**src/rtl/binary_mul_acc.sv**
```systemverilog
// binary_mul_acc
//   Accumulates N consecutive unsigned products from the array multiplier's
//   P register. The completed frame sum is handed on over a valid/ready
//   interface. While a result waits, the next frame's first product is taken
//   in the same cycle the result is consumed, so frames stream back to back.
//
// Ports
//   clk        rising-edge clock
//   rst        synchronous active-high reset
//   clear      synchronous frame abort; same register values as reset
//   in_valid   in_p carries a product
//   in_ready   block accepts in_p this cycle
//   in_p       unsigned product, P_W bits
//   out_valid  out_sum holds a completed frame sum
//   out_ready  consumer takes out_sum this cycle
//   out_sum    registered sum of N products, ACC_W bits
//   frame_cnt  products accepted in the current frame
module binary_mul_acc #(
    parameter int P_W   = 8,
    parameter int N     = 4,
    parameter int ACC_W = P_W + $clog2(N),
    parameter int CNT_W = $clog2(N + 1)
) (
    input  logic             clk,
    input  logic             rst,
    input  logic             clear,
    input  logic             in_valid,
    output logic             in_ready,
    input  logic [P_W-1:0]   in_p,
    output logic             out_valid,
    input  logic             out_ready,
    output logic [ACC_W-1:0] out_sum,
    output logic [CNT_W-1:0] frame_cnt
);

    typedef enum logic {ST_ACC = 1'b0, ST_DONE = 1'b1} state_e;

    state_e             state_q, state_d;
    logic [ACC_W-1:0]   acc_q, acc_d;
    logic [ACC_W-1:0]   sum_q, sum_d;
    logic [CNT_W-1:0]   cnt_q, cnt_d;

    logic               in_beat;
    logic               out_beat;
    logic [ACC_W-1:0]   p_ext;
    logic               last_beat;

    // State register
    always_ff @(posedge clk) begin
        if (rst) begin
            state_q <= ST_ACC;
            acc_q   <= '0;
            sum_q   <= '0;
            cnt_q   <= '0;
        end else begin
            state_q <= state_d;
            acc_q   <= acc_d;
            sum_q   <= sum_d;
            cnt_q   <= cnt_d;
        end
    end

    // Outputs
    always_comb begin
        out_valid = (state_q == ST_DONE);
        // While a result is held, input is only taken when that result is
        // consumed in the same cycle.
        in_ready  = (state_q == ST_ACC) ? 1'b1 : out_ready;
        out_sum   = sum_q;
        frame_cnt = cnt_q;
    end

    // Gate the product with in_valid so an undriven bus never reaches the adder.
    assign p_ext     = in_valid ? ACC_W'(in_p) : '0;
    assign in_beat   = in_valid && in_ready;
    assign out_beat  = out_valid && out_ready;
    assign last_beat = (cnt_q == CNT_W'(N - 1));

    // Next-state
    always_comb begin
        state_d = state_q;
        acc_d   = acc_q;
        sum_d   = sum_q;
        cnt_d   = cnt_q;
        if (clear) begin
            state_d = ST_ACC;
            acc_d   = '0;
            sum_d   = '0;
            cnt_d   = '0;
        end else begin
            case (state_q)
                ST_ACC: begin
                    if (in_beat) begin
                        if (last_beat) begin
                            sum_d   = acc_q + p_ext;
                            acc_d   = '0;
                            cnt_d   = '0;
                            state_d = ST_DONE;
                        end else begin
                            acc_d = acc_q + p_ext;
                            cnt_d = cnt_q + CNT_W'(1);
                        end
                    end
                end
                ST_DONE: begin
                    if (out_beat) begin
                        if (in_beat) begin
                            // First product of the next frame rides the
                            // same cycle; with N==1 it is a whole frame.
                            if (N > 1) begin
                                acc_d   = p_ext;
                                cnt_d   = CNT_W'(1);
                                state_d = ST_ACC;
                            end else begin
                                sum_d   = p_ext;
                            end
                        end else begin
                            state_d = ST_ACC;
                        end
                    end
                end
                default: state_d = ST_ACC;
            endcase
        end
    end

endmodule
```
**config.mk**
```make
export PLATFORM = sky130hd
export DESIGN_NAME = binary_mul_acc
export DESIGN_NICKNAME = d
export VERILOG_FILES = /design/src/rtl/binary_mul_acc.sv
export SDC_FILE = /design/constraint.sdc
export NUM_CORES = 1
export LEC_CHECK = 0
export BUFFER_PORTS_ARGS = -buffer_cell sky130_fd_sc_hd__buf_4
export CORE_ASPECT_RATIO = 0.8
export CORE_MARGIN = 10
export CORE_UTILIZATION = 55
export CTS_BUF_LIST = sky130_fd_sc_hd__clkbuf_8
export CTS_CLUSTER_DIAMETER = 100
export DETAILED_ROUTE_END_ITERATION = 10
export PLACE_DENSITY = 0.8
export SKIP_CTS_REPAIR_TIMING = 1
export SLEW_MARGIN = 20
export SYNTH_ARGS = -nofsm -noshare
export SYNTH_HDL_FRONTEND = slang
export SYNTH_SLANG_ARGS = --single-unit
```
**constraint.sdc**
```tcl
create_clock -name clk -period 2.9 [get_ports clk]
set_clock_uncertainty 0.2 [all_clocks]
set_input_delay 0.435 -clock clk [delete_from_list [all_inputs] [get_ports clk]]
set_output_delay 0.435 -clock clk [all_outputs]
set_load 0.03 [all_outputs]
```
==> impl_results.html, run 1 <==
<table>
<tr><th>Metric</th><th>Value</th></tr>
<tr><th colspan="2">Global routing</th></tr>
<tr><td>Pin count of the biggest net entering global routing</td><td>19</td></tr>
<tr><td>All-Layer GR Usage</td><td>around 14%</td></tr>
<tr><td>Overflow left after global routing</td><td>0</td></tr>
<tr><td>First-pass GRT wire length</td><td>6090 um</td></tr>
<tr><td>Number of antenna violations at the first check in global routing</td><td>0</td></tr>
<tr><td>Via count of the first global-routing pass</td><td>1323</td></tr>
<tr><th colspan="2">Flow run</th></tr>
<tr><td>Max-Cap Viols</td><td>0</td></tr>
<tr><th colspan="2">CTS</th></tr>
<tr><td>Number of clock sinks seen by CTS</td><td>24</td></tr>
<tr><td>CTS H-tree depth</td><td>1</td></tr>
<tr><td>TritonCTS clock tree</td><td>built</td></tr>
<tr><td>Clock buffers created by TritonCTS</td><td>3</td></tr>
<tr><td>Longest Clk Path Bufs</td><td>2</td></tr>
<tr><td>Clk slew on worst S/H paths</td><td>about 0.09 ns</td></tr>
<tr><td>Latest clock arrival within the worst-skew pair</td><td>about 0.27 ns</td></tr>
<tr><td>Buffer type at the clock tree root</td><td>clkbuf_8</td></tr>
<tr><th colspan="2">Cells and area</th></tr>
<tr><td>Antenna diode instance count</td><td>0</td></tr>
<tr><td>Layout net count</td><td>~220</td></tr>
<tr><td>Number of fillers in the final layout</td><td>185</td></tr>
<tr><td>Share of final-layout standard cells stronger than drive strength 1</td><td>19.6%</td></tr>
<tr><td>Fin util</td><td>about 68%</td></tr>
<tr><td>Synth-to-Final Area Change</td><td>19.8%</td></tr>
<tr><td>Total area of multi-input combinational cells</td><td>850 sq um</td></tr>
<tr><td>Storage cell area</td><td>~480 sq um</td></tr>
<tr><th colspan="2">Timing</th></tr>
<tr><td>Hold Fails Final Rpt</td><td>0</td></tr>
<tr><td>Post-route setup TNS</td><td>0 ns</td></tr>
<tr><td>Final worst path period share</td><td>84.7%</td></tr>
<tr><td>Timing-limited maximum frequency</td><td>approximately 410 MHz</td></tr>
<tr><td>Transition time at the pin with the least slew margin</td><td>0.654 ns</td></tr>
<tr><td>Minimum clock period after layout</td><td>2.46 ns</td></tr>
<tr><td>Relative slew margins</td><td>56.2%</td></tr>
<tr><td>Number of pins exceeding their max-slew limit in the final report</td><td>0</td></tr>
<tr><td>Setup violations, final</td><td>0</td></tr>
<tr><td>Setup repair after global routing missed its margin</td><td>no</td></tr>
<tr><th colspan="2">Placed design</th></tr>
<tr><td>Gp weighted congestion</td><td>0.925</td></tr>
<tr><td>Count of port buffers added during placement</td><td>27</td></tr>
<tr><td>Post-DP HPWL</td><td>2620 um</td></tr>
<tr><th colspan="2">Floorplanning</th></tr>
<tr><td>Floorplan core area</td><td>2420 sq um</td></tr>
<tr><td>Initial core utilization</td><td>57.2%</td></tr>
<tr><td>Rows</td><td>16</td></tr>
<tr><td>Y dimension of the die</td><td>64.9 um</td></tr>
<tr><td>Die ar.</td><td>4940 sq um</td></tr>
<tr><td>Number of top-level pins</td><td>28</td></tr>
<tr><td>Chip Width</td><td>76.1 um</td></tr>
<tr><th colspan="2">Yosys</th></tr>
<tr><td>Post-synth EDFFs</td><td>0</td></tr>
<tr><td>Count of state elements after synthesis</td><td>24</td></tr>
<tr><td>Share of the yosys chip area belonging to registers</td><td>about a third</td></tr>
<tr><td>Commonest cells post-synth</td><td>dfxtp_1 (24), nand2_1 (23), a21oi_1 (14), nor2_1 (14)</td></tr>
<tr><td>Synthesized area divided by synthesized cell count</td><td>8.10 sq um</td></tr>
<tr><td>Cell taking the most area after synthesis</td><td>dfxtp_1</td></tr>
<tr><td>Proportion of synthesized area in mux cells</td><td>1.63%</td></tr>
<tr><td>Compound-cell area share of the yosys netlist</td><td>21.9%</td></tr>
<tr><td>Xor/xnor cell area share of the yosys netlist</td><td>2.53%</td></tr>
<tr><td>Area share of the largest cell type after synthesis</td><td>34.7%</td></tr>
<tr><td>Most common cell in the synthesized netlist</td><td>dfxtp_1</td></tr>
<tr><td>Adder-Cell Fraction of Synth Area</td><td>9.58%</td></tr>
<tr><td>Number of nets in the synthesized netlist</td><td>194</td></tr>
<tr><td>Combinational family with the most area after synthesis</td><td>simple AND/OR/NAND/NOR gates</td></tr>
<tr><td>Synthesized cell area</td><td>roughly 1400 sq um</td></tr>
<tr><td>Count of different cell masters after synthesis</td><td>38</td></tr>
<tr><td>Number of cells produced by synthesis</td><td>171</td></tr>
<tr><td>Number of warnings printed during yosys synthesis</td><td>0</td></tr>
<tr><td>Top cells by area, synth</td><td>dfxtp_1 (35%), ha_1 (8.1%), nand2_1 (6.2%)</td></tr>
<tr><td>Post-synthesis simple-gate area fraction</td><td>between 20 and 30%</td></tr>
<tr><td>Proportion of register bits with asynchronous set or reset after synthesis</td><td>0%</td></tr>
<tr><td>Most used flip-flop cell after synthesis</td><td>dfxtp_1</td></tr>
<tr><th colspan="2">Detailed routing</th></tr>
<tr><td>Total detailed-routing wirelength</td><td>3590 um</td></tr>
<tr><td>Pre-antenna DRT Iters</td><td>4</td></tr>
<tr><td>Vias post-DR</td><td>around 1300</td></tr>
<tr><td>Number of DRC violations after detailed routing</td><td>0</td></tr>
<tr><td>DRC violation total after the first TritonRoute iteration</td><td>125</td></tr>
<tr><td>Average wire per standard cell</td><td>15.6 um</td></tr>
<tr><td>Antenna-violating nets left</td><td>0</td></tr>
<tr><td>Post-DR vias/cell</td><td>5.84</td></tr>
<tr><th colspan="2">Power and ir drop</th></tr>
<tr><td>Leakage power of the design</td><td>0.712 nW</td></tr>
<tr><td>Largest vdd supply drop</td><td>about 0.37 mV</td></tr>
<tr><td>Pwr per Cell Area</td><td>around 400 nW/um^2</td></tr>
<tr><th colspan="2">Worst setup path</th></tr>
<tr><td>Peak fanout along the critical path</td><td>13</td></tr>
<tr><td>Data required time of the critical path</td><td>~3 ns</td></tr>
<tr><td>Kind of start point of the critical path</td><td>primary input</td></tr>
<tr><td>Arrival time of data at the critical path endpoint</td><td>about 2.5 ns</td></tr>
<tr><td>Register-to-register setup slack</td><td>between 0.5 and 0.6 ns</td></tr>
<tr><td>Capturing element type of the critical path</td><td>flip-flop</td></tr>
<tr><td>Type of the setup path with the least slack</td><td>in2reg</td></tr>
<tr><th colspan="2">Outcome</th></tr>
<tr><td>Run status</td><td>finished, final reports clean</td></tr>
<tr><th colspan="2">Min path</th></tr>
<tr><td>Type of the worst min-delay path</td><td>in2reg</td></tr>
</table>
metrics by stage:
step,total power (W),setup WS [ns],area [sq um],hold slack (ns),cells
CTS,0.000670,0.442,1660,0.247,230
global placement,0.000439,0.247,1600,0.246,226
floorplan,0.000412,0.275,1390,0.261,171
global route,0.000697,0.302,1660,0.252,230
detailed placement,0.000441,0.180,1600,0.249,226
finish,0.000669,0.444,1660,0.249,230
flip-flops by register name (all words and copies together), names as in the netlist:
signal,cells
acc_q,10
out_sum,10
frame_cnt,3
out_valid,1
routing by layer:
layer	routed length [um]	vias to the layer above	global-route usage, %
met4	27	0	2.78
li1	-	657	-
met1	1590	635	17.2
met3	251	6	4.55
met5	0	-	0
met2	1720	45	25.2
path summary, 6_finish.rpt:
check	to	cells after the start	startpoint
max	out_sum[8]$_SDFFE_PP0P_	10	in_valid
min	acc_q[3]$_SDFFE_PP0P_	3	in_p[3]
max reg2reg	out_sum[8]$_SDFFE_PP0P_	8	acc_q[0]$_SDFFE_PP0P_
min reg2reg	out_sum[5]$_SDFFE_PP0P_	2	out_sum[5]$_SDFFE_PP0P_
layout make-up:
cell class / count / share of cell area (%)
clock buffers: 4 / 3.32
multi-input cells: 133 / 51.2
inverters: 5 / 1.13
repair buffers: 28 / 12.7
flip-flops and latches: 24 / 29.0
well taps: 36 / 2.71
cell families after synthesis:
logic type	Yosys count
adders and majority gates	10
AOI/OAI and AO/OA	44
buffers and inverters	14
muxes	2
xor gates and xnor gates	4
DFF	24
and+or+nand+nor	73
critical path: stages:
cell	delay (ns)
buf_4	0.15
and2_1	0.14
ha_1	0.17
inv_1	0.06
fa_1	0.39
nand2b_1	0.19
a211oi_2	0.25
a31oi_1	0.18
or4_1	0.43
nand3_1	0.07
power breakdown:
group          switching (W)  total (W)  internal [W]
Sequential        0.00000376   0.000339      0.000335
Clock               0.000112   0.000233      0.000121
Combinational      0.0000556  0.0000973     0.0000417
layout by cell type, fill, tap and decap left out, types with 3 or more instances in the layout:
cell type,n
buf_4,28
dfxtp_1,24
nand2_1,23
nor2_1,14
a21oi_1,14
and2_1,9
nand3_1,9
ha_1,9
o21ai_0,6
inv_1,5
a221oi_1,5
nor3_1,4
clkbuf_8,4
a211oi_1,3
a21o_1,3
a31oi_1,3
xor2_1,3
nand4_1,3
Power figures use the tool's default switching activity.
==> run 2, diff against run 1 <==
--- a/config.mk
+++ b/config.mk
@@ -5,6 +5,7 @@
 export SDC_FILE = /design/constraint.sdc
 export NUM_CORES = 1
 export LEC_CHECK = 0
+export ABC_AREA = 1
 export BUFFER_PORTS_ARGS = -buffer_cell sky130_fd_sc_hd__buf_4
 export CORE_ASPECT_RATIO = 0.8
 export CORE_MARGIN = 10
@@ -12,7 +13,7 @@
 export CTS_BUF_LIST = sky130_fd_sc_hd__clkbuf_8
 export CTS_CLUSTER_DIAMETER = 100
 export DETAILED_ROUTE_END_ITERATION = 10
-export PLACE_DENSITY = 0.8
+export PLACE_DENSITY = 0.79
 export SKIP_CTS_REPAIR_TIMING = 1
 export SLEW_MARGIN = 20
 export SYNTH_ARGS = -nofsm -noshare
==> constraint.sdc (replaced) <==
create_clock -name clk -period 2.5 [get_ports clk]
set_clock_uncertainty 0.2 [all_clocks]
set_input_delay 0.375 -clock clk [delete_from_list [all_inputs] [get_ports clk]]
set_output_delay 0.375 -clock clk [all_outputs]
set_load 0.03 [all_outputs]
==> run 2 against run 1 <==
Net effect: critical path depth grew 6; combinational power is 19% higher; total power up 11%; via count grew 8.6%; sequential power up 16%; first-iteration DRC count fell by 19%.
==> impl_results.html, run 2 <==
<table>
<tr><th>Metric</th><th>Value</th></tr>
<tr><th colspan="2">Outcome</th></tr>
<tr><td>Run status</td><td>finished, final reports clean (unchanged)</td></tr>
<tr><th colspan="2">Worst setup path</th></tr>
<tr><td>Arrival time of data at the critical path endpoint</td><td>1.99 ns (was 2.47 ns)</td></tr>
<tr><td>Cells traversed along the worst timing path</td><td>buf_4 -&gt; nand2_1 -&gt; inv_1 -&gt; ha_1 -&gt; inv_1 -&gt; fa_1 -&gt; inv_1 -&gt; nand3_1 -&gt; nand2_1 -&gt; nand2_1 -&gt; nand2_1 -&gt; nand2_1 -&gt; nand2_1 -&gt; nand2_1 -&gt; o211ai_1 -&gt; inv_1 (was buf_4 -&gt; and2_1 -&gt; ha_1 -&gt; inv_1 -&gt; fa_1 -&gt; nand2b_1 -&gt; a211oi_2 -&gt; a31oi_1 -&gt; or4_1 -&gt; nand3_1)</td></tr>
<tr><td>Buffering stage count on the worst path with inverters included</td><td>5 (was 2)</td></tr>
<tr><td>Launch instance of the worst register-to-register path</td><td>acc_q[0]$_SDFFE_PP0P_ (unchanged)</td></tr>
<tr><td>Slowest library cell on the worst path</td><td>fa_1 (was or4_1)</td></tr>
<tr><td>Kind of cell adding the most delay to the critical path</td><td>simple AND/OR/NAND/NOR gates (unchanged)</td></tr>
<tr><td>Peak fanout along the critical path</td><td>10 (was 13)</td></tr>
<tr><td>Type of the setup path with the least slack</td><td>in2reg (unchanged)</td></tr>
<tr><td>Capturing element type of the critical path</td><td>flip-flop (unchanged)</td></tr>
<tr><td>Last element of the critical path</td><td>out_sum[6]$_SDFFE_PP0P_ (was out_sum[8]$_SDFFE_PP0P_)</td></tr>
<tr><td>Worst reg2reg path endpoint</td><td>out_sum[6]$_SDFFE_PP0P_ (was out_sum[8]$_SDFFE_PP0P_)</td></tr>
<tr><td>Critical Path Stages</td><td>16 (was 10)</td></tr>
<tr><td>Startpoint of the most critical setup path</td><td>in_valid (unchanged)</td></tr>
<tr><td>Register-to-register setup slack</td><td>0.50 ns (was 0.52 ns)</td></tr>
<tr><td>Data required time of the critical path</td><td>2.47 ns (was 2.92 ns)</td></tr>
<tr><td>Delay of the slowest cell on the worst path</td><td>0.35 ns (was 0.43 ns)</td></tr>
<tr><td>Length in cells of the worst reg-to-reg path</td><td>13 (was 8)</td></tr>
<tr><td>Cell type with the highest occurrence count on the critical path</td><td>nand2_1</td></tr>
<tr><td>Kind of start point of the critical path</td><td>primary input (unchanged)</td></tr>
<tr><th colspan="2">CTS</th></tr>
<tr><td>Buffer type at the clock tree root</td><td>clkbuf_8 (unchanged)</td></tr>
<tr><td>Clock buffers created by TritonCTS</td><td>3 (unchanged)</td></tr>
<tr><td>Clk slew on worst S/H paths</td><td>0.08 ns (was 0.09 ns)</td></tr>
<tr><td>TritonCTS clock tree</td><td>built (unchanged)</td></tr>
<tr><td>CTS H-tree depth</td><td>1 (unchanged)</td></tr>
<tr><td>Latest clock arrival within the worst-skew pair</td><td>0.27 ns (about the same)</td></tr>
<tr><td>Longest Clk Path Bufs</td><td>2 (unchanged)</td></tr>
<tr><td>Number of clock sinks seen by CTS</td><td>24 (unchanged)</td></tr>
<tr><th colspan="2">Placed design</th></tr>
<tr><td>Count of port buffers added during placement</td><td>27 (unchanged)</td></tr>
<tr><td>Total instance count after detailed placement</td><td>282 (was 226)</td></tr>
<tr><td>Post-DP HPWL</td><td>2710 um (was 2620 um)</td></tr>
<tr><td>Placed standard-cell area</td><td>1700 sq um (was 1600 sq um)</td></tr>
<tr><td>Gp weighted congestion</td><td>0.853 (was 0.925)</td></tr>
<tr><th colspan="2">Detailed routing</th></tr>
<tr><td>Antenna-violating nets left</td><td>0 (unchanged)</td></tr>
<tr><td>DRC violation total after the first TritonRoute iteration</td><td>101 (was 125)</td></tr>
<tr><td>Average wire per standard cell</td><td>12.6 um (was 15.6 um)</td></tr>
<tr><td>Post-DR vias/cell</td><td>5.12 (was 5.84)</td></tr>
<tr><td>Total detailed-routing wirelength</td><td>3580 um (was 3590 um)</td></tr>
<tr><td>Pre-antenna DRT Iters</td><td>4 (unchanged)</td></tr>
<tr><td>Number of DRC violations after detailed routing</td><td>0 (unchanged)</td></tr>
<tr><td>Vias post-DR</td><td>1459 (was 1343)</td></tr>
<tr><th colspan="2">Timing</th></tr>
<tr><td>Timing-limited maximum frequency</td><td>between 400 and 500 MHz</td></tr>
<tr><td>Post-route setup TNS</td><td>0 ns (unchanged)</td></tr>
<tr><td>Setup violations, final</td><td>0 (unchanged)</td></tr>
<tr><td>Relative slew margins</td><td>72.0% (was 56.2%)</td></tr>
<tr><td>Number of pins exceeding their max-slew limit in the final report</td><td>0 (unchanged)</td></tr>
<tr><td>Setup repair after global routing missed its margin</td><td>no (unchanged)</td></tr>
<tr><td>Minimum clock period after layout</td><td>~2 ns</td></tr>
<tr><td>Transition time at the pin with the least slew margin</td><td>0.419 ns (was 0.654 ns)</td></tr>
<tr><td>Final worst path period share</td><td>80.7%</td></tr>
<tr><td>Hold Fails Final Rpt</td><td>0 (unchanged)</td></tr>
<tr><th colspan="2">Power and ir drop</th></tr>
<tr><td>Leakage power of the design</td><td>0.960 nW (was 0.712 nW)</td></tr>
<tr><td>Cell internal power dissipation</td><td>0.000543 W (was 0.000498 W)</td></tr>
<tr><td>Reg power frac</td><td>53.2% (was 50.6%)</td></tr>
<tr><td>Largest vdd supply drop</td><td>0.248 mV (was 0.367 mV)</td></tr>
<tr><td>Pwr per Cell Area</td><td>424 nW/um^2 (was 403 nW/um^2)</td></tr>
<tr><td>Part of the power in combinational logic</td><td>15.7% (was 14.5%)</td></tr>
<tr><td>Part of the power in the clock network</td><td>31.1% (was 34.8%)</td></tr>
<tr><td>Switching power total</td><td>0.000196 W (was 0.000171 W)</td></tr>
<tr><td>Switching power as a share of total power</td><td>26.5% (was 25.6%)</td></tr>
<tr><th colspan="2">Yosys</th></tr>
<tr><td>Most common cell in the synthesized netlist</td><td>nand2_1 (was dfxtp_1)</td></tr>
<tr><td>Count of state elements after synthesis</td><td>24 (unchanged)</td></tr>
<tr><td>Proportion of register bits with asynchronous set or reset after synthesis</td><td>0% (unchanged)</td></tr>
<tr><td>Area share of the largest cell type after synthesis</td><td>32.4% (was 34.7%)</td></tr>
<tr><td>Cell taking the most area after synthesis</td><td>dfxtp_1 (unchanged)</td></tr>
<tr><td>Synthesized area divided by synthesized cell count</td><td>6.66 sq um (was 8.10 sq um)</td></tr>
<tr><td>Number of cells produced by synthesis</td><td>223 (was 171)</td></tr>
<tr><td>Number of warnings printed during yosys synthesis</td><td>0 (unchanged)</td></tr>
<tr><td>Commonest cells post-synth</td><td>nand2_1 (56), inv_1 (34), a21oi_1 (24), dfxtp_1 (24), nor2_1 (22) (was dfxtp_1 (24), nand2_1 (23), a21oi_1 (14), nor2_1 (14))</td></tr>
<tr><td>Post-synth EDFFs</td><td>0 (unchanged)</td></tr>
<tr><td>Synthesized cell area</td><td>1490 sq um (was 1390 sq um)</td></tr>
<tr><td>Count of different cell masters after synthesis</td><td>26 (was 38)</td></tr>
<tr><td>Share of the yosys chip area belonging to registers</td><td>32.4% (was 34.7%)</td></tr>
<tr><td>Top cells by area, synth</td><td>dfxtp_1 (32%), nand2_1 (14%), inv_1 (8.6%) (was dfxtp_1 (35%), ha_1 (8.1%), nand2_1 (6.2%))</td></tr>
<tr><td>Most used flip-flop cell after synthesis</td><td>dfxtp_1 (unchanged)</td></tr>
<tr><td>Number of nets in the synthesized netlist</td><td>246 (was 194)</td></tr>
<tr><th colspan="2">Global routing</th></tr>
<tr><td>Overflow left after global routing</td><td>0 (unchanged)</td></tr>
<tr><td>Number of antenna violations at the first check in global routing</td><td>0 (unchanged)</td></tr>
<tr><td>Via count of the first global-routing pass</td><td>1350 (was 1323)</td></tr>
<tr><td>All-Layer GR Usage</td><td>13.7% (was 14.5%)</td></tr>
<tr><td>First-pass GRT wire length</td><td>5890 um (was 6090 um)</td></tr>
<tr><td>Pin count of the biggest net entering global routing</td><td>15 (was 19)</td></tr>
<tr><th colspan="2">Floorplanning</th></tr>
<tr><td>Initial core utilization</td><td>58.9% (was 57.2%)</td></tr>
<tr><td>Rows</td><td>16 (unchanged)</td></tr>
<tr><td>Chip Width</td><td>78.1 um (was 76.1 um)</td></tr>
<tr><td>Floorplan core area</td><td>2520 sq um (was 2420 sq um)</td></tr>
<tr><td>Number of top-level pins</td><td>28 (unchanged)</td></tr>
<tr><td>Y dimension of the die</td><td>66.5 um (was 64.9 um)</td></tr>
<tr><td>Die ar.</td><td>5190 sq um (was 4940 sq um)</td></tr>
<tr><th colspan="2">Cells and area</th></tr>
<tr><td>Share of final-layout standard cells stronger than drive strength 1</td><td>15.3% (was 19.6%)</td></tr>
<tr><td>Final cell count without fillers</td><td>285 (was 230)</td></tr>
<tr><td>Most common library cell in the layout ignoring fill and taps</td><td>nand2_1 (was buf_4)</td></tr>
<tr><td>Synth-to-Final Area Change</td><td>17.4% (was 19.8%)</td></tr>
<tr><td>Leading cell types in the layout, fill and taps excluded</td><td>nand2_1 (56), inv_1 (34), buf_4 (30), a21oi_1 (24), dfxtp_1 (24) (was buf_4 (28), dfxtp_1 (24), nand2_1 (23), nor2_1 (14), a21oi_1 (14))</td></tr>
<tr><td>Layout net count</td><td>274 (was 218)</td></tr>
<tr><td>Antenna diode instance count</td><td>0 (unchanged)</td></tr>
<tr><td>Final Cell Area</td><td>1740 sq um (was 1660 sq um)</td></tr>
<tr><th colspan="2">Flow run</th></tr>
<tr><td>Max-Cap Viols</td><td>0 (unchanged)</td></tr>
<tr><th colspan="2">Min path</th></tr>
<tr><td>Type of the worst min-delay path</td><td>in2reg (unchanged)</td></tr>
</table>
run 2: cell count changes in the layout (fill, tap and decap cells not counted), sizes merged, moves of 5 or more:
| cell | before | now |
|---|---|---|
| nand2 | 23 | 56 |
| inv | 5 | 35 |
| a21oi | 14 | 24 |
| and2 | 9 | 0 |
| o21ai | 7 | 16 |
| nor2 | 15 | 22 |
| a211oi | 5 | 0 |
| a221oi | 5 | 0 |
| nand3 | 9 | 14 |
run 2: worst min path at each step:
stage / slack (ns) / endpoint / cells past startpoint / from
after global routing: 0.21 / acc_q[4]$_SDFFE_PP0P_ / 3 / in_p[4]
final: 0.20 / acc_q[2]$_SDFFE_PP0P_ / 3 / in_p[2]
after CTS: 0.20 / acc_q[2]$_SDFFE_PP0P_ / 3 / in_p[2]
after global placement: 0.26 / frame_cnt[2]$_SDFFE_PP0P_ / 2 / frame_cnt[2]$_SDFFE_PP0P_
after detailed placement: 0.27 / frame_cnt[2]$_SDFFE_PP0P_ / 2 / frame_cnt[2]$_SDFFE_PP0P_
after floorplan: 0.25 / acc_q[9]$_SDFFE_PP0P_ / 2 / acc_q[9]$_SDFFE_PP0P_
run 2: power groups by stage:
stage,Combinational (W),Sequential [W],Clock [W]
finish,0.000116,0.000393,0.000230
global route,0.000131,0.000394,0.000246
CTS,0.000115,0.000393,0.000233
detailed placement,0.000114,0.000402,0
global placement,0.000114,0.000402,0
floorplan,0.0000779,0.000404,0
run 2: worst min-delay path: stages:
cell and delay [ns]:
buf_4 0.09, a21oi_1 0.05, a21oi_1 0.12
run 2: routing by layer:
| layer | share of wire, % | vias up | track usage [%] | wire, um |
|---|---|---|---|---|
| li1 | - | 766 | - | - |
| met1 | 48 | 650 | 17.5 | 1730 |
| met2 | 43 | 37 | 21.1 | 1550 |
| met3 | 7.3 | 6 | 4.56 | 263 |
| met4 | 1.0 | 0 | 4.69 | 37 |
| met5 | 0 | - | 0 | 0 |
run 2: layout make-up:
class	count	area, sq um
Multi-Input combinational cell	157	821
Fill cell	250	778
Sequential cell	24	480
Timing Repair Buffer	30	225
Inverter	35	131
Tap cell	36	45.0
Clock buffer	3	41.3
run 2: through the flow:
stage | setup WS, ns | hold WS (ns) | utilization [%] | power (W)
after global placement | 0.289 | 0.263 | 67.5 | 0.000516
after floorplan | 0.413 | 0.255 | - | 0.000481
after global routing | 0.282 | 0.206 | 69.1 | 0.000771
after detailed placement | 0.226 | 0.265 | 67.5 | 0.000516
after CTS | 0.496 | 0.197 | 69.1 | 0.000742
final | 0.483 | 0.199 | 69.1 | 0.000740
run 2: kinds of logic after synthesis:
group	share of synthesized area [%]
buffers and inverters	12.4
flip-flops	32.4
adder cells (fa/ha/maj)	8.93
AND/OR/NAND/NOR	27.8
AO/OA/AOI/OAI	17.4
XOR/XNOR	1.18
==> run 3, diff against run 2 <==
--- a/config.mk
+++ b/config.mk
@@ -9,11 +9,11 @@
 export BUFFER_PORTS_ARGS = -buffer_cell sky130_fd_sc_hd__buf_4
 export CORE_ASPECT_RATIO = 0.8
 export CORE_MARGIN = 10
-export CORE_UTILIZATION = 55
+export CORE_UTILIZATION = 51
 export CTS_BUF_LIST = sky130_fd_sc_hd__clkbuf_8
 export CTS_CLUSTER_DIAMETER = 100
 export DETAILED_ROUTE_END_ITERATION = 10
-export PLACE_DENSITY = 0.79
+export PLACE_DENSITY = 0.77
 export SKIP_CTS_REPAIR_TIMING = 1
 export SLEW_MARGIN = 20
 export SYNTH_ARGS = -nofsm -noshare
==> constraint.sdc (replaced) <==
create_clock -name clk -period 1.8 [get_ports clk]
set_clock_uncertainty 0.2 [all_clocks]
set_input_delay 0.27 -clock clk [delete_from_list [all_inputs] [get_ports clk]]
set_output_delay 0.27 -clock clk [all_outputs]
set_load 0.03 [all_outputs]
==> run 3 against run 2 <==
Net effect: the run now ends with negative setup slack left; critical path depth is 7 lower; register-to-register slack worse by 0.51 ns; sequential power up 40%; total power rose by 71%; final area rose by 18%; critical path type is now reg2reg; largest cell class unchanged; largest power group unchanged; highest routed layer unchanged.
==> impl_results.html, run 3 (synthesis results as in run 2) <==
<table>
<tr><th>Metric</th><th>Value</th></tr>
<tr><th colspan="2">Floorplanning</th></tr>
<tr><td>Die ar.</td><td>5480 sq um (was 5190 sq um)</td></tr>
<tr><td>Floorplan core area</td><td>2770 sq um (was 2520 sq um)</td></tr>
<tr><td>Y dimension of the die</td><td>68.3 um (was 66.5 um)</td></tr>
<tr><td>Number of top-level pins</td><td>28 (unchanged)</td></tr>
<tr><td>Rows</td><td>17 (was 16)</td></tr>
<tr><td>Initial core utilization</td><td>53.7% (was 58.9%)</td></tr>
<tr><td>Chip Width</td><td>80.3 um (was 78.1 um)</td></tr>
<tr><th colspan="2">CTS</th></tr>
<tr><td>Buffer type at the clock tree root</td><td>clkbuf_8 (unchanged)</td></tr>
<tr><td>Clk slew on worst S/H paths</td><td>0.09 ns (was 0.08 ns)</td></tr>
<tr><td>CTS H-tree depth</td><td>1 (unchanged)</td></tr>
<tr><td>Latest clock arrival within the worst-skew pair</td><td>0.28 ns (was 0.27 ns)</td></tr>
<tr><td>TritonCTS clock tree</td><td>built (unchanged)</td></tr>
<tr><td>Clock buffers created by TritonCTS</td><td>3 (unchanged)</td></tr>
<tr><td>Number of clock sinks seen by CTS</td><td>24 (unchanged)</td></tr>
<tr><td>Longest Clk Path Bufs</td><td>2 (unchanged)</td></tr>
<tr><th colspan="2">Worst setup path</th></tr>
<tr><td>Slowest library cell on the worst path</td><td>dfxtp_2 (was fa_1)</td></tr>
<tr><td>Peak fanout along the critical path</td><td>3 (was 10)</td></tr>
<tr><td>Register-to-register setup slack</td><td>-0.01 ns (was 0.50 ns)</td></tr>
<tr><td>Arrival time of data at the critical path endpoint</td><td>1.82 ns (was 1.99 ns)</td></tr>
<tr><td>Capturing element type of the critical path</td><td>flip-flop (unchanged)</td></tr>
<tr><td>Cells traversed along the worst timing path</td><td>ha_4 -&gt; inv_2 -&gt; fa_2 -&gt; inv_2 -&gt; nand3_2 -&gt; nand2_2 -&gt; xor2_1 -&gt; nand2_1 -&gt; a21oi_1 (was buf_4 -&gt; nand2_1 -&gt; inv_1 -&gt; ha_1 -&gt; inv_1 -&gt; fa_1 -&gt; inv_1 -&gt; nand3_1 -&gt; nand2_1 -&gt; nand2_1 -&gt; nand2_1 -&gt; nand2_1 -&gt; nand2_1 -&gt; nand2_1 -&gt; o211ai_1 -&gt; inv_1)</td></tr>
<tr><td>Data required time of the critical path</td><td>1.81 ns (was 2.47 ns)</td></tr>
<tr><td>Kind of start point of the critical path</td><td>flip-flop (was primary input)</td></tr>
<tr><td>Delay of the slowest cell on the worst path</td><td>0.36 ns (was 0.35 ns)</td></tr>
<tr><td>Type of the setup path with the least slack</td><td>reg2reg (was in2reg)</td></tr>
<tr><td>Length in cells of the worst reg-to-reg path</td><td>9 (was 13)</td></tr>
<tr><td>Worst reg2reg path endpoint</td><td>acc_q[4]$_SDFFE_PP0P_ (was out_sum[6]$_SDFFE_PP0P_)</td></tr>
<tr><td>Kind of cell adding the most delay to the critical path</td><td>adder cells (was simple AND/OR/NAND/NOR gates)</td></tr>
<tr><td>Buffering stage count on the worst path with inverters included</td><td>2 (was 5)</td></tr>
<tr><td>Cell type with the highest occurrence count on the critical path</td><td>inv_2 (was nand2_1)</td></tr>
<tr><td>Launch instance of the worst register-to-register path</td><td>acc_q[0]$_SDFFE_PP0P_ (unchanged)</td></tr>
<tr><th colspan="2">Detailed routing</th></tr>
<tr><td>DRC violation total after the first TritonRoute iteration</td><td>124 (was 101)</td></tr>
<tr><td>Number of DRC violations after detailed routing</td><td>0 (unchanged)</td></tr>
<tr><td>Pre-antenna DRT Iters</td><td>5 (was 4)</td></tr>
<tr><td>Total detailed-routing wirelength</td><td>4160 um (was 3580 um)</td></tr>
<tr><td>Vias post-DR</td><td>1572 (was 1459)</td></tr>
<tr><td>Post-DR vias/cell</td><td>5.10 (was 5.12)</td></tr>
<tr><td>Antenna-violating nets left</td><td>0 (unchanged)</td></tr>
<tr><td>Average wire per standard cell</td><td>13.5 um (was 12.6 um)</td></tr>
<tr><th colspan="2">Power and ir drop</th></tr>
<tr><td>Largest vdd supply drop</td><td>0.405 mV (was 0.248 mV)</td></tr>
<tr><td>Pwr per Cell Area</td><td>617 nW/um^2 (was 424 nW/um^2)</td></tr>
<tr><td>Leakage power of the design</td><td>1.08 nW (was 0.960 nW)</td></tr>
<tr><th colspan="2">Cells and area</th></tr>
<tr><td>Layout net count</td><td>294 (was 274)</td></tr>
<tr><td>Share of final-layout standard cells stronger than drive strength 1</td><td>30.0% (was 15.3%)</td></tr>
<tr><td>Number of fillers in the final layout</td><td>216 (was 250)</td></tr>
<tr><td>Total area of multi-input combinational cells</td><td>915 sq um (was 821 sq um)</td></tr>
<tr><td>Synth-to-Final Area Change</td><td>38.0% (was 17.4%)</td></tr>
<tr><td>Leading cell types in the layout, fill and taps excluded</td><td>nand2_1 (52), buf_4 (48), inv_1 (30), a21oi_1 (23), dfxtp_1 (21) (was nand2_1 (56), inv_1 (34), buf_4 (30), a21oi_1 (24), dfxtp_1 (24))</td></tr>
<tr><td>Most common library cell in the layout ignoring fill and taps</td><td>nand2_1 (unchanged)</td></tr>
<tr><td>Storage cell area</td><td>484 sq um (was 480 sq um)</td></tr>
<tr><td>Antenna diode instance count</td><td>0 (unchanged)</td></tr>
<tr><td>Fin util</td><td>74.1% (was 69.1%)</td></tr>
<tr><td>Final Cell Area</td><td>2050 sq um (was 1740 sq um)</td></tr>
<tr><th colspan="2">Placed design</th></tr>
<tr><td>Placed standard-cell area</td><td>1910 sq um (was 1700 sq um)</td></tr>
<tr><td>Post-DP HPWL</td><td>3140 um (was 2710 um)</td></tr>
<tr><td>Count of port buffers added during placement</td><td>27 (unchanged)</td></tr>
<tr><td>Minimum setup slack after placement</td><td>-0.246 ns (was 0.226 ns)</td></tr>
<tr><td>Gp weighted congestion</td><td>0.981 (was 0.853)</td></tr>
<tr><th colspan="2">Min path</th></tr>
<tr><td>Hold Crit Endpoint</td><td>acc_q[5]$_SDFFE_PP0P_ (was acc_q[2]$_SDFFE_PP0P_)</td></tr>
<tr><td>Type of the worst min-delay path</td><td>in2reg (unchanged)</td></tr>
<tr><td>Beginning of the worst hold path</td><td>in_p[5] (was in_p[2])</td></tr>
<tr><td>Worst hold path cell count</td><td>3 (unchanged)</td></tr>
<tr><th colspan="2">Flow run</th></tr>
<tr><td>Max-Cap Viols</td><td>0 (unchanged)</td></tr>
<tr><th colspan="2">Timing</th></tr>
<tr><td>Relative slew margins</td><td>76.6% (was 72.0%)</td></tr>
<tr><td>Minimum clock period after layout</td><td>1.81 ns</td></tr>
<tr><td>Transition time at the pin with the least slew margin</td><td>0.342 ns (was 0.419 ns)</td></tr>
<tr><td>Least setup slack across all paths after layout</td><td>-0.0101 ns (was 0.483 ns)</td></tr>
<tr><td>Post-route setup TNS</td><td>-0.0101 ns (was 0 ns)</td></tr>
<tr><td>Timing-limited maximum frequency</td><td>552 MHz</td></tr>
<tr><td>Number of pins exceeding their max-slew limit in the final report</td><td>0 (unchanged)</td></tr>
<tr><td>Setup repair after global routing missed its margin</td><td>yes (was no)</td></tr>
<tr><td>Hold Fails Final Rpt</td><td>0 (unchanged)</td></tr>
<tr><td>Setup violations, final</td><td>1 (was 0)</td></tr>
<tr><td>Final worst path period share</td><td>101%</td></tr>
<tr><th colspan="2">Outcome</th></tr>
<tr><td>Run status</td><td>finished, violations left (was finished, final reports clean)</td></tr>
<tr><td>Failing checks</td><td>negative setup slack</td></tr>
<tr><th colspan="2">Global routing</th></tr>
<tr><td>Overflow left after global routing</td><td>0 (unchanged)</td></tr>
<tr><td>Via count of the first global-routing pass</td><td>1509 (was 1350)</td></tr>
<tr><td>Number of antenna violations at the first check in global routing</td><td>0 (unchanged)</td></tr>
<tr><td>Pin count of the biggest net entering global routing</td><td>15 (unchanged)</td></tr>
<tr><td>First-pass GRT wire length</td><td>6720 um (was 5890 um)</td></tr>
<tr><td>All-Layer GR Usage</td><td>15.5% (was 13.7%)</td></tr>
</table>
[run 3: cell types whose count changed in the layout (fill, tap and decap cells not counted), moves of 3 or more]
cell	delta
nand2_1	-4
ha_4	+5
nand2_2	+4
ha_1	-5
inv_1	-4
inv_2	+4
dfxtp_1	-3
buf_4	+18
dfxtp_2	+3
[run 3: how the worst max path moves through the flow]
stage                                from                 endpoint  slack, ns  depth (start not counted)
floorplan                        in_valid  out_sum[6]$_SDFFE_PP0P_      -0.08                         16
global placement                 in_valid    acc_q[5]$_SDFFE_PP0P_      -0.21                         12
detailed placement               in_valid    acc_q[5]$_SDFFE_PP0P_      -0.25                         12
CTS                 acc_q[0]$_SDFFE_PP0P_  out_sum[6]$_SDFFE_PP0P_      -0.08                         13
global route        acc_q[0]$_SDFFE_PP0P_  out_sum[6]$_SDFFE_PP0P_      -0.11                         13
finish              acc_q[0]$_SDFFE_PP0P_    acc_q[4]$_SDFFE_PP0P_      -0.01                          9
[run 3: worst reg2reg max path, stage by stage, from the launching register on]
cell and delay, ns:
dfxtp_2 0.36, ha_4 0.14, inv_2 0.04, fa_2 0.32
inv_2 0.08, nand3_2 0.07, nand2_2 0.10, xor2_1 0.25
nand2_1 0.08, a21oi_1 0.12
[run 3: layer usage]
layer	share of wire, %	track usage (%)
met2	44	24.8
met5	0	0
met4	0.70	4.61
met1	48	19.5
met3	7.9	5.10
[run 3: power breakdown]
group,internal (W),switching (W)
clock,0.000298,0.000195
combinational,0.000107,0.000115
sequential,0.000541,0.00000797
total,0.000946,0.000318
[run 3: metrics by stage]
step           std cells  total power, W  hold WS, ns
6_report             308         0.00126       0.0743
5_1_grt              308         0.00131       0.0898
4_1_cts              308         0.00125       0.0893
3_5_place_dp         304        0.000762        0.265
3_3_place_gp         304        0.000760        0.263
2_1_floorplan        223        0.000675        0.255
[run 3: area by class of cell]
cell class | instances | area share, %
repair buffers | 50 | 19.5
flip-flops and latches | 24 | 23.6
inverters | 35 | 6.41
clock inverters | 1 | 1.47
clock buffers | 3 | 2.01
multi-input cells | 157 | 44.6
well taps | 38 | 2.32
